[src/rtl/branch_unit_pkg.sv]
// Shared widths and op codes for the branch execution unit and its resolver.
package branch_unit_pkg;

   localparam int DEF_DATA_W = 32;
   localparam int DEF_ADDR_W = 32;
   localparam int DEF_TAG_W  = 4;
   localparam int DEF_OP_W   = 6;

   localparam logic [DEF_OP_W-1:0] OP_JAL  = 6'd1;
   localparam logic [DEF_OP_W-1:0] OP_JALR = 6'd2;
   localparam logic [DEF_OP_W-1:0] OP_BEQ  = 6'd3;
   localparam logic [DEF_OP_W-1:0] OP_BNE  = 6'd4;
   localparam logic [DEF_OP_W-1:0] OP_BLT  = 6'd5;
   localparam logic [DEF_OP_W-1:0] OP_BGE  = 6'd6;
   localparam logic [DEF_OP_W-1:0] OP_BLTU = 6'd7;
   localparam logic [DEF_OP_W-1:0] OP_BGEU = 6'd8;

endpackage

[src/rtl/branch_resolve.sv]
// Pure combinational branch/jump resolver: op and operands in, taken/target/link out.
module branch_resolve
   import branch_unit_pkg::*;
#(
   parameter int DATA_W = DEF_DATA_W,
   parameter int ADDR_W = DEF_ADDR_W,
   parameter int OP_W   = DEF_OP_W
) (
   input  logic [OP_W-1:0]   op,
   input  logic [DATA_W-1:0] reg1,
   input  logic [DATA_W-1:0] reg2,
   input  logic [DATA_W-1:0] imm,
   input  logic [ADDR_W-1:0] pc,
   output logic              taken,
   output logic [ADDR_W-1:0] target,
   output logic [DATA_W-1:0] data
);

   logic [ADDR_W-1:0] seq_pc;
   logic [ADDR_W-1:0] br_pc;
   logic [ADDR_W-1:0] jalr_pc;
   logic              cond;

   assign seq_pc  = pc + ADDR_W'(4);
   assign br_pc   = pc + ADDR_W'(imm);
   assign jalr_pc = ADDR_W'(reg1 + imm) & ~ADDR_W'(1);

   always_comb begin
      // NOTE: every output gets a default first so no path through the case infers a latch.
      cond   = 1'b0;
      taken  = 1'b0;
      target = seq_pc;
      data   = '0;
      case (op)
         OP_BEQ:  cond = (reg1 == reg2);
         OP_BNE:  cond = (reg1 != reg2);
         OP_BLT:  cond = ($signed(reg1) <  $signed(reg2));
         OP_BGE:  cond = ($signed(reg1) >= $signed(reg2));
         OP_BLTU: cond = (reg1 <  reg2);
         OP_BGEU: cond = (reg1 >= reg2);
         OP_JAL: begin
            taken  = 1'b1;
            target = br_pc;
            data   = DATA_W'(seq_pc);
         end
         OP_JALR: begin
            taken  = 1'b1;
            target = jalr_pc;
            data   = DATA_W'(seq_pc);
         end
         default: ;
      endcase
      if (cond) begin
         taken  = 1'b1;
         target = br_pc;
      end
   end

endmodule

[src/rtl/branch_unit.sv]
// Branch execution unit: resolves issued branches/jumps and queues results (2 entries)
// for the Branch CDB lane, holding the head until the arbiter grants it.
module branch_unit
   import branch_unit_pkg::*;
#(
   parameter int DATA_W = DEF_DATA_W,
   parameter int ADDR_W = DEF_ADDR_W,
   parameter int TAG_W  = DEF_TAG_W,
   parameter int OP_W   = DEF_OP_W,
   parameter int QDEPTH = 2
) (
   input  logic              clk,
   input  logic              rst,
   input  logic              rdy,
   input  logic              clear,
   input  logic              Branch_valid,
   input  logic [OP_W-1:0]   Branch_op,
   input  logic [DATA_W-1:0] Branch_reg1,
   input  logic [DATA_W-1:0] Branch_reg2,
   input  logic [DATA_W-1:0] Branch_imm,
   input  logic [ADDR_W-1:0] Branch_pc,
   input  logic [TAG_W-1:0]  Branch_reg_des_rob,
   output logic              bu_full,
   input  logic              cdb_grant,
   output logic              Branch_cdb_valid,
   output logic [TAG_W-1:0]  Branch_cdb_tag,
   output logic [DATA_W-1:0] Branch_cdb_data,
   output logic              Branch_cdb_taken,
   output logic [ADDR_W-1:0] Branch_cdb_target,
   output logic              overflow_err
);

   logic                         res_taken;
   logic [ADDR_W-1:0]            res_target;
   logic [DATA_W-1:0]            res_data;

   logic [1:0]                   count_q,    count_d;
   logic                         head_q,     head_d;
   logic                         tail_q,     tail_d;
   logic [1:0]                   valid_q,    valid_d;
   logic [1:0][TAG_W-1:0]        tag_q,      tag_d;
   logic [1:0][DATA_W-1:0]       data_q,     data_d;
   logic [1:0]                   taken_q,    taken_d;
   logic [1:0][ADDR_W-1:0]       target_q,   target_d;
   logic                         overflow_q, overflow_d;
   logic                         do_push;
   logic                         do_pop;
   logic                         is_full;

   branch_resolve #(
      .DATA_W (DATA_W),
      .ADDR_W (ADDR_W),
      .OP_W   (OP_W)
   ) u_resolve (
      .op     (Branch_op),
      .reg1   (Branch_reg1),
      .reg2   (Branch_reg2),
      .imm    (Branch_imm),
      .pc     (Branch_pc),
      .taken  (res_taken),
      .target (res_target),
      .data   (res_data)
   );

   assign is_full = (count_q == 2'(QDEPTH));
   assign do_pop  = rdy && !clear && valid_q[head_q] && cdb_grant;
   assign do_push = rdy && !clear && Branch_valid && (!is_full || do_pop);

   always_comb begin
      count_d    = count_q;
      head_d     = head_q;
      tail_d     = tail_q;
      valid_d    = valid_q;
      tag_d      = tag_q;
      data_d     = data_q;
      taken_d    = taken_q;
      target_d   = target_q;
      overflow_d = overflow_q;
      if (rdy && clear) begin
         count_d = '0;
         head_d  = 1'b0;
         tail_d  = 1'b0;
         valid_d = '0;
      end else begin
         if (rdy && Branch_valid && is_full && !do_pop) overflow_d = 1'b1;
         // Pop before push: at count 2 the freed head slot is the tail being written.
         if (do_pop) begin
            valid_d[head_q] = 1'b0;
            head_d          = ~head_q;
         end
         if (do_push) begin
            valid_d[tail_q]  = 1'b1;
            tag_d[tail_q]    = Branch_reg_des_rob;
            data_d[tail_q]   = res_data;
            taken_d[tail_q]  = res_taken;
            target_d[tail_q] = res_target;
            tail_d           = ~tail_q;
         end
         count_d = count_q + {1'b0, do_push} - {1'b0, do_pop};
      end
   end

   // NOTE: entry storage is reset too, because the CDB fields are read straight from it
   // and must be zero out of reset; state updates use non-blocking assignments only.
   always_ff @(posedge clk or negedge rst) begin
      if (!rst) begin
         count_q    <= '0;
         head_q     <= 1'b0;
         tail_q     <= 1'b0;
         valid_q    <= '0;
         tag_q      <= '0;
         data_q     <= '0;
         taken_q    <= '0;
         target_q   <= '0;
         overflow_q <= 1'b0;
      end else begin
         count_q    <= count_d;
         head_q     <= head_d;
         tail_q     <= tail_d;
         valid_q    <= valid_d;
         tag_q      <= tag_d;
         data_q     <= data_d;
         taken_q    <= taken_d;
         target_q   <= target_d;
         overflow_q <= overflow_d;
      end
   end

   assign bu_full           = (count_q != 2'd0);
   assign Branch_cdb_valid  = valid_q[head_q];
   assign Branch_cdb_tag    = tag_q[head_q];
   assign Branch_cdb_data   = data_q[head_q];
   assign Branch_cdb_taken  = taken_q[head_q];
   assign Branch_cdb_target = target_q[head_q];
   assign overflow_err      = overflow_q;

endmodule

[config.mk]
export PLATFORM = sky130hd
export DESIGN_NAME = branch_unit
export DESIGN_NICKNAME = d
export VERILOG_FILES = /design/src/rtl/branch_unit_pkg.sv /design/src/rtl/branch_resolve.sv /design/src/rtl/branch_unit.sv
export SDC_FILE = /design/constraint.sdc
export NUM_CORES = 1
export LEC_CHECK = 0
export BUFFER_PORTS_ARGS = -buffer_cell sky130_fd_sc_hd__buf_2
export CORE_MARGIN = 1.5
export CORE_UTILIZATION = 50
export CTS_BUF_LIST = sky130_fd_sc_hd__clkbuf_4
export DETAILED_ROUTE_END_ITERATION = 6
export PLACE_DENSITY_LB_ADDON = 0.12
export SETUP_SLACK_MARGIN = 0.1
export SLEW_MARGIN = 30
export SYNTH_ARGS = -nofsm -noshare
export SYNTH_HDL_FRONTEND = slang
export SYNTH_SLANG_ARGS = --single-unit
export TNS_END_PERCENT = 20
[constraint.sdc]
create_clock -name clk -period 4.45 [get_ports clk]
set_input_delay 0.89 -clock clk [delete_from_list [all_inputs] [get_ports clk]]
set_output_delay 0.89 -clock clk [all_outputs]
set_load 0.03 [all_outputs]
== After elaboration in Yosys (flattened, before gate mapping) ==
Cells that the tools add are included.

* Flip-flop bits (word level): 145
* Input bits: 144
* Output and inout port bits: 72
* Logic and storage cells: 100

* Add/sub/neg operators: 5
* $lt $le $gt $ge: 8
* Equality and inequality tests: 11
* Multiplexer cells: 37
* Bitwise gates (word level): 6
* Reduce and logical (&&, ||, !) cells: 21

{| class="wikitable"
|+ Operators by type and width
! operator !! count
|-
| 32-bit two-way mux || 7
|-
| 64-bit bitwise mux || 2
|-
| 32-bit adder || 2
|-
| 32-bit greater-or-equal comparator || 2
|-
| 32-bit < comparator || 2
|-
| 32-bit one-hot mux with 2 select lines || 1
|-
| 32-bit by 3-bit adder with 32-bit output (second input constant) || 1
|-
| 32-bit demux with 1-bit select || 1
|-
| 32-bit equality test || 1
|-
| 32-bit != test || 1
|-
| 6-bit by 3-bit equality test with 1-bit output (second input constant) || 4
|-
| 6-bit by 2-bit equality test with 1-bit output (second input constant) || 2
|-
| 1-bit two-way mux || 12
|-
| 4-bit two-way mux || 3
|-
| 1-bit logical AND || 11
|-
| 2-bit two-way mux || 5
|-
| 8-bit bitwise mux || 1
|-
| 6-bit by 1-bit equality test with 1-bit output (second input constant) || 1
|-
| 6-bit by 4-bit equality test with 1-bit output (second input constant) || 1
|-
| 1-bit one-hot mux with 6 select lines || 1
|-
| 2-bit nonzero test || 3
|-
| 4-bit demux with 1-bit select || 1
|-
| 1-bit by 2-bit < comparator with 1-bit output (second input constant) || 2
|-
| 2-bit AND reduction || 2
|-
| 13 further kinds || 19
|}

== Longest topological paths before layout ==
* Depth in word-level cells: 11
* Gate-level depth with buffers: 14
* Gate-level depth less buffers: 12

== Cells and area by module ==
A second synthesis with hierarchy kept.

* Cells, all modules: 1395
* Area total of the unflattened synthesis: 12494.5 µm²

{| class="wikitable"
|+ Modules (own cells, without submodules)
! module !! times used !! cells each !! area an instance (µm²)
|-
| branch_unit || 1 || 663 || 7280.7
|-
| branch_resolve || 1 || 732 || 5213.8
|}

== Least setup slack after synthesis ==
Ideal clock, no wire load.

* Path kind: input to register
* Start: input Branch_reg2[15]
* End: register target_q[16] in the netlist's numbering
* Library setup time: 125 ps
* Arrival: 3605 ps
* Data required time: 4325 ps
* Slack: 721 ps
* Stages: 13
* Path buffers: 1
* Cells stage by stage: inv_1 -> ha_1 -> nand4_1 -> or4_4 -> nor4_4 -> and4b_1 -> a31oi_1 -> o21ai_2 -> a21o_1 -> nor2_1 -> buf_2 -> a221o_1 -> mux2_2

* Longest elaborated chain between the ends: 4
* Elaborated cells between the ends (all ways): 9
* Those cells by class: 4 x order compare; 2 x eq/ne; 3 x mux

{| class="wikitable"
|+ Ends and longest elaborated chain
! element !! line !! source
|-
| start, declared || branch_unit.sv:19 || <nowiki>input logic [DATA_W-1:0] Branch_reg2,</nowiki>
|-
| 32-bit greater-or-equal comparator, or another cell as far along || branch_resolve.sv:40 || <nowiki>OP_BGEU: cond = (reg1 >= reg2);</nowiki>
|-
| 1-bit one-hot mux with 6 select lines (*) || branch_resolve.sv:34 || <nowiki>case (op)</nowiki>
|-
| 32-bit two-way mux (*) || branch_resolve.sv:53 || <nowiki>if (cond) begin</nowiki>
|-
| 64-bit bitwise mux (*) || branch_unit.sv:96 || <nowiki>target_d[tail_q] = res_target;</nowiki>
|-
| end signal, assigned || branch_unit.sv:124 || <nowiki>target_q <= target_d;</nowiki>
|-
| end, declared || branch_unit.sv:44 || <nowiki>logic [1:0][ADDR_W-1:0] target_q, target_d;</nowiki>
|}

Every way passes the cells marked *; elsewhere a longest branch is shown, timed or not.
A chain may end at the register's enable or synchronous reset.

== Worst setup path in the final report ==
* Start: input Branch_reg1[15]
* End: register target_q[18] in the netlist's numbering

* Longest elaborated chain between the ends: 4
* Elaborated cells between the ends (all ways): 11
* Those cells by class: 1 x add/sub; 4 x order compare; 2 x eq/ne; 4 x mux

{| class="wikitable"
|+ Ends and longest elaborated chain
! element !! line !! source
|-
| start, declared || branch_unit.sv:18 || <nowiki>input logic [DATA_W-1:0] Branch_reg1,</nowiki>
|-
| 32-bit greater-or-equal comparator, or another cell as far along || branch_resolve.sv:40 ||
|-
| 1-bit one-hot mux with 6 select lines / 32-bit one-hot mux with 2 select lines (equally long branches) || branch_resolve.sv:34 ||
|-
| 32-bit two-way mux (*) || branch_resolve.sv:53 ||
|-
| 64-bit bitwise mux (*) || branch_unit.sv:96 ||
|}

Marks and branches as above.

==> impl_metrics.env <==
export IMPL_holdBufCountCts=0
export IMPL_fin_nets=1756
export IMPL_tns_ps=0
export IMPL_worst_slew_pin_slew_ps=811
export IMPL_clock_skew_ps=11.8
export IMPL_viasPerCell=5.69
export IMPL_r2r_setup_slack_ps=1520
export IMPL_synthesis_area_sq_um=11500
export IMPL_syn_area_per_cell_sq_um=8.84
export IMPL_grt_pass1_wl_microns=50700
export IMPL_yosysWarnings=0
export IMPL_p_seq_share_pct=36.0
export IMPL_cts_buffer_depth=2
export IMPL_p_leak_nw=6.58
export IMPL_final_setup_viol_count=0
export IMPL_critPathArrivalTime_ps=4270
export IMPL_final_min_clock_period_ps=3800
export IMPL_hold_path_class="input pin to asynchronous set/reset pin"
export IMPL_clock_root_buffer="clkbuf_4"
export IMPL_synthFlopType="dfrtp_1"
export IMPL_fin_crit_sh_pct=85.3
export IMPL_initial_core_util_pct=50.9
export IMPL_finalMaxSlewViolations=0
export IMPL_tritoncts="done"
export IMPL_async_reset_ff_share_pct=100
export IMPL_power_frac_comb_pct=46.1
export IMPL_dpl_hpwl_microns=25600
export IMPL_r2r_cells=8
export IMPL_yosysMostFrequentCell="nand2_1"
export IMPL_io_buffers=215
export IMPL_grt_max_degree=75
export IMPL_cts_inserted_buffers=17
export IMPL_critPathCapture="target_q[18]$_DFFE_PN0P_"
export IMPL_outcome="finished clean"
export IMPL_netlist_top_cells_count="nand2_1, dfrtp_1, mux2_2"
export IMPL_syn_num_nets=1545
export IMPL_final_area_sq_um=13400
export IMPL_clkTransAtPathRegs_ps=120
export IMPL_r2r_start="head_q$_DFFE_PN0P_"
export IMPL_ir_worst_vdd_mv=0.310
export IMPL_insertion_delay_ps=520
export IMPL_synth_cell_types=70
export IMPL_cts_resized=0
export IMPL_wl_per_cell_microns=17.7
export IMPL_rsz0062_at_grt="no"
export IMPL_critPathLaunchType="input pin"
export IMPL_grt_usage_pct=26.8
export IMPL_yosysTopAreaCell="dfrtp_1"
export IMPL_area_delta_synth_final_pct=16.1
export IMPL_die_x_microns=155
export IMPL_placed_area_sq_um=13000
export IMPL_drt_wl_total_microns=32100
export IMPL_drive_gt1_share_pct=28.6
export IMPL_num_vias=10300
export IMPL_max_cap_viol_count=0
export IMPL_endpoint_kind="register"
export IMPL_startpoint="Branch_reg1[15]"
export IMPL_grt_pass1_vias=9770
export IMPL_reg2reg_to="data_q[60]$_DFFE_PN0P_"
export IMPL_place_congestion=0.948
export IMPL_cts_setup_buffers=0
export IMPL_sw_frac_of_total_pct=39.8
export IMPL_totalPowerFinal_mw=5.05
export IMPL_synth_edf_count=0
export IMPL_dr_pass1_iters=5
export IMPL_power_frac_clock_pct=17.9
export IMPL_final_antenna_net_count=0
export IMPL_fmax_mhz=263
export IMPL_chipHeight_microns=155
export IMPL_num_fill_cells=2115
export IMPL_cell_internal_pwr_mw=3.04
export IMPL_grt_overflow_total=0
export IMPL_drtIter0Drc=819
export IMPL_core_area_sq_um=22600
export IMPL_rows=55
export IMPL_netlist_area_leader_share_pct=31.5
export IMPL_p_per_area_nw_per_um2=378
export IMPL_drcViolationCount=0
export IMPL_hold_viol_final=0
export IMPL_ys_seq_elements=145
export IMPL_ios=216
export IMPL_dieArea_sq_um=23900
export IMPL_slew_headroom_pct=45.4
export IMPL_critical_path_class="input pin to register"
export IMPL_htreeDepth=4
export IMPL_syn_inst=1303
export IMPL_ys_seq_area_share_pct=31.5
export IMPL_cp_data_required_time_ps=4920
export IMPL_power_switching_mw=2.01
export IMPL_path_max_fanout=6
export IMPL_antenna_found_initial=1
export IMPL_synth_area_top_cells="dfrtp_1, mux2_2, ha_1"
export IMPL_cts_sink_count=145
## layer usage
metal / track usage, % / wire [microns]
met3: 2.72 / 1700
met1: 39.4 / 15600
met5: 0 / 0
met4: 7.46 / 594
met2: 42.1 / 14200
## power by group through the flow
stage	sequential, mW	combinational (mW)	clock, mW
final	1.82	2.33	0.906
after global routing	1.85	2.51	0.972
after CTS	1.81	2.33	0.926
after detailed placement	1.84	2.32	0
after global placement	1.82	2.30	0
after floorplan	1.79	1.66	0
## cell usage in the layout, fill, tap and decap left out, types with 8 or more instances in the layout
master      n
nand2_1   194
nor2_1     72
clkbuf_4   19
o21a_1     10
buf_4      31
nand3_1    36
o21ai_0    91
o221ai_1    8
and3_1     15
xor2_1     36
buf_2     214
o211ai_1   11
xnor2_1    52
a31oi_1    12
or2_2       8
o31ai_1    10
a221oi_1    8
nand2b_1    9
mux2_2    134
a211oi_1   10
nor2b_1    12
ha_1       96
a21oi_1    79
inv_1      54
nand4_1    14
dfrtp_1   144
nor3_1     10
a21o_1     30
## flip-flops by register name (all words and copies together) (netlist names)
register	flops
tag_q	8
target_q	64
taken_q	2
valid_q	2
overflow_err	1
data_q	64
count_q	2
tail_q	1
head_q	1
## final cells by class
class,instances,area (sq um),share of cell area (%)
multi-input cells,1045,7460,55.8
clock buffers,19,143,1.07
flip-flops and latches,145,3630,27.2
well taps,285,357,2.67
clock inverters,13,168,1.25
inverters,54,203,1.52
diodes,1,2.50,0.0187
repair buffers,251,1410,10.5
## metrics by stage
step           hold slack, ps  util [%]  instances  setup WS (ps)
2_1_floorplan             442         -       1303            721
3_3_place_gp              454      57.6       1780            111
3_5_place_dp              459      57.6       1780           94.2
4_1_cts                   352      59.0       1812            671
5_1_grt                   376      59.0       1813            520
6_report                  364      59.0       1813            655
## worst max-delay path, stage by stage
cell and delay (ps):
buf_2 110, ha_1 310, nand4_1 150, or4_4 590
a21oi_1 150, a211oi_1 90, o211ai_1 290, mux2_2 420
a21oi_4 300, nand2_1 260, buf_4 230, o221ai_1 260
mux2_2 210
## worst min path at each step
| stage | startpoint | to | slack [ps] | cells past startpoint |
|---|---|---|---|---|
| 6_report | rst | data_q[36]$_DFFE_PN0P_ | 360 | 1 |
| 4_1_cts | rst | data_q[36]$_DFFE_PN0P_ | 350 | 1 |
| 5_1_grt | rst | target_q[39]$_DFFE_PN0P_ | 380 | 1 |
| 2_1_floorplan | tag_q[0]$_DFFE_PN0P_ | tag_q[0]$_DFFE_PN0P_ | 440 | 2 |
| 3_3_place_gp | data_q[14]$_DFFE_PN0P_ | data_q[14]$_DFFE_PN0P_ | 450 | 2 |
| 3_5_place_dp | data_q[14]$_DFFE_PN0P_ | data_q[14]$_DFFE_PN0P_ | 460 | 2 |
## cell families after synthesis
logic type,count (synthesis),share of synthesized area (%)
fa+ha+maj,98,10.8
compound gates,320,17.8
simple gates,404,16.1
buf+inv,113,3.86
xor+xnor,88,6.69
flops,145,31.5
mux,135,13.2
No activity file was read; power rests on OpenSTA's default activity.
